`config.mk`:
```
export PLATFORM = sky130hd
export DESIGN_NAME = alu_sequencer
export DESIGN_NICKNAME = d
export VERILOG_FILES = /design/src/rtl/alu_sequencer.sv
export SDC_FILE = /design/constraint.sdc
export NUM_CORES = 1
export LEC_CHECK = 0
export ABC_AREA = 1
export BUFFER_PORTS_ARGS = -buffer_cell sky130_fd_sc_hd__buf_4
export CAP_MARGIN = 20
export CORE_ASPECT_RATIO = 0.75
export CORE_MARGIN = 3
export CORE_UTILIZATION = 59
export CTS_CLUSTER_DIAMETER = 100
export DETAILED_ROUTE_END_ITERATION = 16
export PLACE_DENSITY_LB_ADDON = 0.2
export SETUP_SLACK_MARGIN = 0.5
export SLEW_MARGIN = 40
export SYNTH_ARGS = -nofsm -noshare
export SYNTH_HDL_FRONTEND = slang
export SYNTH_SLANG_ARGS = --single-unit
export TNS_END_PERCENT = 20
```
`constraint.sdc`:
```
create_clock -name clk -period 2.7 [get_ports clk]
set_clock_uncertainty 0.2 [all_clocks]
set_input_delay 0.135 -clock clk [delete_from_list [all_inputs] [get_ports clk]]
set_output_delay 0.135 -clock clk [all_outputs]
set_load 0.05 [all_outputs]
```
`src/rtl/alu_sequencer.sv`:
```
// ---------------------------------------------------------------------------
// alu_sequencer
//
// Control-side partner of the ALU. Fetches 9-bit instructions from a
// synchronous instruction ROM, decodes them, launches operands and an opcode
// into the ALU, then samples the ALU result/exit flag and writes back into an
// internal 8x8 register file (r0 is the accumulator). Every instruction
// takes exactly four cycles: FETCH -> DECODE -> EXECUTE -> WRITEBACK.
//
// Instruction word:
//   [8:5] opcode
//   [4:0] imm5  (opcode 5 only)
//   [2:0] rs    (all other opcodes; [4:3] ignored)
//
// Ports:
//   clk        clock, all state changes on the rising edge
//   rst        synchronous active-high reset
//   imem_addr  instruction address (registered, equal to the PC)
//   imem_data  instruction word, valid one cycle after imem_addr changes
//   op1, op2   ALU operands (registered)
//   operation  ALU opcode (registered, 13 = no-op)
//   result     ALU result, sampled in WRITEBACK
//   exit       ALU exit flag, sampled in WRITEBACK
//   halted     sticky, set once exit has been seen, cleared only by rst
//   dbg_sel    register index for the debug read port
//   dbg_data   combinational read of r[dbg_sel]
// ---------------------------------------------------------------------------
module alu_sequencer #(
    parameter int PC_W  = 8,
    parameter int NREGS = 8
) (
    input  logic            clk,
    input  logic            rst,
    output logic [PC_W-1:0] imem_addr,
    input  logic [8:0]      imem_data,
    output logic [7:0]      op1,
    output logic [7:0]      op2,
    output logic [3:0]      operation,
    input  logic [7:0]      result,
    input  logic            exit,
    output logic            halted,
    input  logic [2:0]      dbg_sel,
    output logic [7:0]      dbg_data
);

    localparam logic [2:0] ST_FETCH     = 3'd0;
    localparam logic [2:0] ST_DECODE    = 3'd1;
    localparam logic [2:0] ST_EXECUTE   = 3'd2;
    localparam logic [2:0] ST_WRITEBACK = 3'd3;
    localparam logic [2:0] ST_HALT      = 3'd4;

    localparam logic [3:0] OP_NOP   = 4'd13;
    localparam logic [3:0] OP_IMM   = 4'd5;
    localparam logic [3:0] OP_STORE = 4'd7;
    localparam logic [3:0] OP_JNZ   = 4'd14;
    localparam logic [3:0] OP_RSVD  = 4'd15;

    logic [2:0]      state_reg;
    logic [PC_W-1:0] pc_reg;
    logic [PC_W-1:0] pc_next;
    logic [8:0]      ir_reg;
    logic [7:0]      r0_val_reg;
    logic [7:0]      rs_val_reg;
    logic [7:0]      op1_reg;
    logic [7:0]      op2_reg;
    logic [3:0]      operation_reg;
    logic            halted_reg;

    logic [7:0]       regs_reg [NREGS];
    logic [NREGS-1:0] reg_we;

    logic [3:0] opcode;
    logic [2:0] rs;
    logic [4:0] imm5;
    logic       wb_commit;
    logic       writes_r0;
    logic       is_store;

    assign opcode = ir_reg[8:5];
    assign rs     = ir_reg[2:0];
    assign imm5   = ir_reg[4:0];

    // A WRITEBACK with exit raised commits nothing: no register write and
    // no PC change.
    assign wb_commit = (state_reg == ST_WRITEBACK) && !exit;
    assign writes_r0 = (opcode <= 4'd6) || ((opcode >= 4'd8) && (opcode <= 4'd11));
    assign is_store  = (opcode == OP_STORE);

    // Per-register write enables. A store with rs = 0 lands in r0.
    for (genvar gi = 0; gi < NREGS; gi++) begin : g_we
        if (gi == 0) begin : g_acc
            assign reg_we[gi] = wb_commit && (writes_r0 || (is_store && (rs == 3'd0)));
        end else begin : g_gpr
            assign reg_we[gi] = wb_commit && is_store && (rs == 3'(gi));
        end
    end

    // Register file. Kept in flops because every entry must clear on reset
    // and the debug port reads it combinationally.
    always_ff @(posedge clk) begin
        if (rst) begin
            for (int i = 0; i < NREGS; i++) begin
                regs_reg[i] <= '0;
            end
        end else begin
            for (int i = 0; i < NREGS; i++) begin
                if (reg_we[i]) begin
                    regs_reg[i] <= result;
                end
            end
        end
    end

    // Jump-if-r0-nonzero uses the r0/rs values captured in DECODE; no write
    // can happen between DECODE and WRITEBACK, so they are still current.
    always_comb begin
        pc_next = pc_reg + PC_W'(1);
        if ((opcode == OP_JNZ) && (r0_val_reg != 8'd0)) begin
            pc_next = PC_W'(rs_val_reg);
        end
    end

    always_ff @(posedge clk) begin
        if (rst) begin
            state_reg     <= ST_FETCH;
            pc_reg        <= '0;
            ir_reg        <= '0;
            r0_val_reg    <= '0;
            rs_val_reg    <= '0;
            op1_reg       <= '0;
            op2_reg       <= '0;
            operation_reg <= OP_NOP;
            halted_reg    <= 1'b0;
        end else begin
            case (state_reg)
                ST_FETCH: begin
                    // The ROM samples imem_addr (= PC) on this edge.
                    state_reg <= ST_DECODE;
                end
                ST_DECODE: begin
                    ir_reg     <= imem_data;
                    r0_val_reg <= regs_reg[0];
                    rs_val_reg <= regs_reg[imem_data[2:0]];
                    state_reg  <= ST_EXECUTE;
                end
                ST_EXECUTE: begin
                    op1_reg       <= r0_val_reg;
                    op2_reg       <= rs_val_reg;
                    operation_reg <= opcode;
                    case (opcode)
                        OP_IMM: begin
                            op2_reg <= {3'b000, imm5};
                        end
                        OP_STORE: begin
                            // Route r0 through the ALU's pass-op2 path.
                            op2_reg       <= r0_val_reg;
                            operation_reg <= OP_IMM;
                        end
                        OP_RSVD: begin
                            operation_reg <= OP_NOP;
                        end
                        default: begin
                        end
                    endcase
                    state_reg <= ST_WRITEBACK;
                end
                ST_WRITEBACK: begin
                    // Operands stay put here so the ALU sees a stable launch.
                    if (exit) begin
                        halted_reg    <= 1'b1;
                        operation_reg <= OP_NOP;
                        state_reg     <= ST_HALT;
                    end else begin
                        pc_reg    <= pc_next;
                        state_reg <= ST_FETCH;
                    end
                end
                ST_HALT: begin
                    state_reg <= ST_HALT;
                end
                default: begin
                    state_reg <= ST_FETCH;
                end
            endcase
        end
    end

    assign imem_addr = pc_reg;
    assign op1       = op1_reg;
    assign op2       = op2_reg;
    assign operation = operation_reg;
    assign halted    = halted_reg;
    assign dbg_data  = regs_reg[dbg_sel];

endmodule
```
After elaboration in Yosys (flattened, before gate mapping)
Memory sizes are Yosys's and may differ from the RTL's. A register that Yosys moved wholly into a read port is not among the register bits.
Index checks and enable logic that the tools add are counted.
Word-level totals
  register bits after elaboration: 41
  RAM bits: 64
  input port bits: 23
  logic and storage cells: 101
  memories kept: 1
Operators by class
  add/sub/neg operators: 1
  $lt $le $gt $ge: 3
  equal/unequal tests: 16
  multiplexer cells: 41
  bitwise operators: 9
  reduce and logical (&&, ||, !) cells: 23
Memory list
  regs_reg: depth 8, width 8, rd ports 3, clocked after memory_dff 2, write ports 8, RTL line 69  | logic [7:0] regs_reg [NREGS];
Operators with widths (count)
  two-way mux 8 bit: 9
  two-way mux 1 bit: 26
  case mux 4 bit (2 select lines): 2
  case mux 8 bit (2 select lines): 1
  == test 3 bit (second input constant): 5
  case mux 3 bit (5 select lines): 1
  logical AND 1 bit: 13
  == test 3 x 2 -> 1 bit (second input constant): 4
  adder 8 x 1 -> 8 bit (second input constant): 1
  == test 4 x 3 -> 1 bit (second input constant): 2
  == test 4 bit (second input constant): 2
  OR 1 bit: 8
  nonzero test 8 bit: 1
  == test 3 x 1 -> 1 bit (second input constant): 2
  zero test 3 bit: 2
  AND reduction 2 bit: 3
  greater-or-equal comparator 4 bit (second input constant): 1
  less-or-equal comparator 4 x 3 -> 1 bit (second input constant): 1
  less-or-equal comparator 4 bit (second input constant): 1
  two-way mux 4 bit: 1
  two-way mux 3 bit: 1
  logical OR 1 bit: 2
  inequality test 2 bit (second input constant): 1
  nonzero test 2 bit: 1
  other kinds (2): 2

Longest topological paths before layout
  depth after elaboration: 9
  depth in mapped cells: 10

Worst setup path after synthesis
Ideal clock, no wire load.
  path type: register -> register
  start: register ir_reg[5]
  end: memory regs_reg[4][0] (enable)
  arrival: 1.360 ns
  path slack: 0.811 ns
  stages on the path, launching flop included: 7
  buffers on the path: 0
  cells stage by stage: dfxtp_1 > nand2_2 > nor2_2 > nand2_4 > nor3_4 > nand2_4 > nand2_1
RTL lines
  from (decl): RTL line 61  | logic [8:0] ir_reg;
  from (signal assigned): RTL line 141  | ir_reg <= imem_data;
  to (decl): RTL line 69

==> results.toml <==
[outcome]
outcome = "complete, no violations"

[placement]
portBuffers = 59
dp_slack_ns = 0.516
detailed_place_hpwl_um = 11700
place_congestion = 0.944
dp.cells = 895

[route]
via_per_inst = 5.94
avgRoutedWirePerCell_um = 18.1
drc = 0
via_count = 5611
drt_iter0_markers = 816
wirelength_um = 17100
drtPass1Iterations = 6
postRouteAntennaNets = 0

[synthesis]
yosys_register_bits = 121
syn_nets = 761
synth_area_um2 = 5870
synth_seq_area_share_pct = 52.2
avgSynthCellArea_um2 = 7.96
ys_warn_count = 0
synth_edf_count = 64
ys.flop_type = "edfxtp_1"
synthArstFlopShare_pct = 0
synthCells = 737
yosys.cell_types.count = 31

[sta]
post-route-period-util_pct = 80.1
post-route-min-period_ns = 2.16
setup_tns_ns = 0
worst_slack_ns = 0.537
maxSlewHeadroom_pct = 46.9
tightestPinTransition_ns = 0.795
finalSetupViolCount = 0
hold_viol = 0
final_max_slew_viol_count = 0
whs_ns = 0.0523
fmax_mhz = 462
rsz0062_at_grt = "yes"

[global_routing]
antenna_found_initial = 0
grt_pass1_wl_um = 27200
gr-total-overflow = 0
grt_max_degree = 43
track_usage_pct = 31.6
grt_pass1_vias = 5269

[cts]
ctsRootBufferMaster = "clkbuf_16"
clock_path_buffers = 2
cts_buffers = 17
htreeDepth = 4
worstSkewPairLatency_ns = 0.42
clk_pin_slew_ns = 0.06
cts_tree = "built"
clock-sinks = 121

[power]
vdd_ir_drop_max_mv = 0.658
p_leak_nw = 3.06
powerDensity_nw_per_um2 = 695

[final_layout]
nNetsFinal = 827
finalNonFillerCells = 944
num-fill-cells = 659
seqCellArea_um2 = 3060
antenna_cells = 0
largest_reg_flops = 64
area_growth_pct = 21.9
multi_input_area_um2 = 2390
drive_gt1_share_pct = 14.8

[floorplanning]
dieHeight_um = 92.4
die-area_um2 = 11200
chipWidth_um = 121
start_util_pct = 62.8
coreArea_um2 = 9350
rows = 30
io_pins = 60

[worst_hold_path]
worstHoldPathType = "in2reg"

[critical_path]
critPathArrivalTime_ns = 2.05
worstSetupPathType = "reg2reg"
required_ns = 2.59
cp-start-kind = "flip-flop"
critPathCaptureType = "flip-flop"
critPathMaxFanout = 9

[run]
drv_cap = 0
==> power by group <==
| group | internal [mW] | switching, mW |
|---|---|---|
| Combinational | 0.187 | 0.434 |
| Clock | 1.38 | 0.858 |
| Sequential | 2.04 | 0.0779 |
| Total | 3.60 | 1.37 |
==> worst max-delay path, stage by stage, from the launching register on <==
cell	delay [ns]
dfxtp_1	0.44
nand3_1	0.15
nor2_2	0.18
inv_2	0.13
nor2_4	0.17
nand3_2	0.22
nand2_1	0.34
==> synthesized netlist by cell type (5+ instances only) <==
library cell / number / area (um2)
buf_2: 7 / 35.0
nand3_1: 52 / 260
a21oi_1: 62 / 310
nor2_1: 113 / 424
o2bb2ai_1: 5 / 43.8
clkbuf_1: 25 / 93.8
o21ai_0: 73 / 365
o22ai_1: 11 / 68.8
edfxtp_1: 64 / 1920
inv_1: 75 / 282
dfxtp_1: 57 / 1140
nand2_1: 148 / 556
mux2i_1: 8 / 80.1
==> layout by cell type (no fill, tap or decap), types with 3 or more instances in the layout <==
master         netlist  final
a31oi_1              3      3
nand2_4              3      4
nand3_1             52     52
dfxtp_1             57     57
nor2_1             113    113
nand3_2              3      3
o22ai_1             11     11
o2bb2ai_1            5      5
clkinv_1             4      3
nand4_1              3      3
dlygate4sd3_1        0     16
edfxtp_1            64     64
o21ai_0             73     73
a21oi_1             62     62
buf_4                0     66
inv_4                0      3
nand2_2              1      6
inv_1               75     75
clkbuf_16            0     19
mux2i_1              8      8
nand2_1            148    142
clkinv_2             0      4
o21bai_1             3      3
==> cell families (layout without fill, tap and decap cells) <==
group / count (synthesis) / count (layout) / synth area share [%]
compound gates: 159 / 159 / 14.4
xor+xnor: 2 / 2 / 0.299
mux: 8 / 8 / 1.36
flops: 121 / 121 / 52.2
fa+ha+maj: 1 / 1 / 0.213
simple gates: 331 / 331 / 24.0
buf+inv: 115 / 194 / 7.51
==> stage by stage <==
stage | area, um2 | utilization (%) | total power, mW
after floorplan | 5870 | - | 2.53
after global placement | 6380 | 68.3 | 2.71
after detailed placement | 6380 | 68.3 | 2.73
after CTS | 7130 | 76.3 | 4.96
after global routing | 7150 | 76.5 | 5.11
final | 7150 | 76.5 | 4.97
==> timing repair <==
action,CTS,global route
setup buffers,0,1
hold endpoints to repair,23,0
resized for setup,0,8
setup endpoints to repair,0,65
hold buffers,16,0
==> final timing paths <==
path	start	to	slack [ns]	cells after the start
worst max register to register	state_reg[0]	regs_reg[2][2]	0.54	6
worst min register to register	halted	halted	0.25	2
worst max-delay path	state_reg[0]	regs_reg[2][2]	0.54	6
worst min-delay path	rst	halted	0.05	3
==> cell type report <==
class / count / share of cell area, %
Clock inverter: 13 / 1.56
Sequential cell: 121 / 42.8
Tap cell: 128 / 2.24
Inverter: 80 / 4.20
Clock buffer: 19 / 6.65
Timing Repair Buffer: 82 / 9.16
Multi-Input combinational cell: 501 / 33.4
==> metal layers <==
metal,vias up,GRT usage [%],part of all wire [%]
met2,343,47.5,46
met3,37,9.40,11
met1,2653,43.5,41
li1,2578,-,-
met5,-,0,0
met4,0,11.9,1.7
No activity file was read; power rests on OpenSTA's default activity.
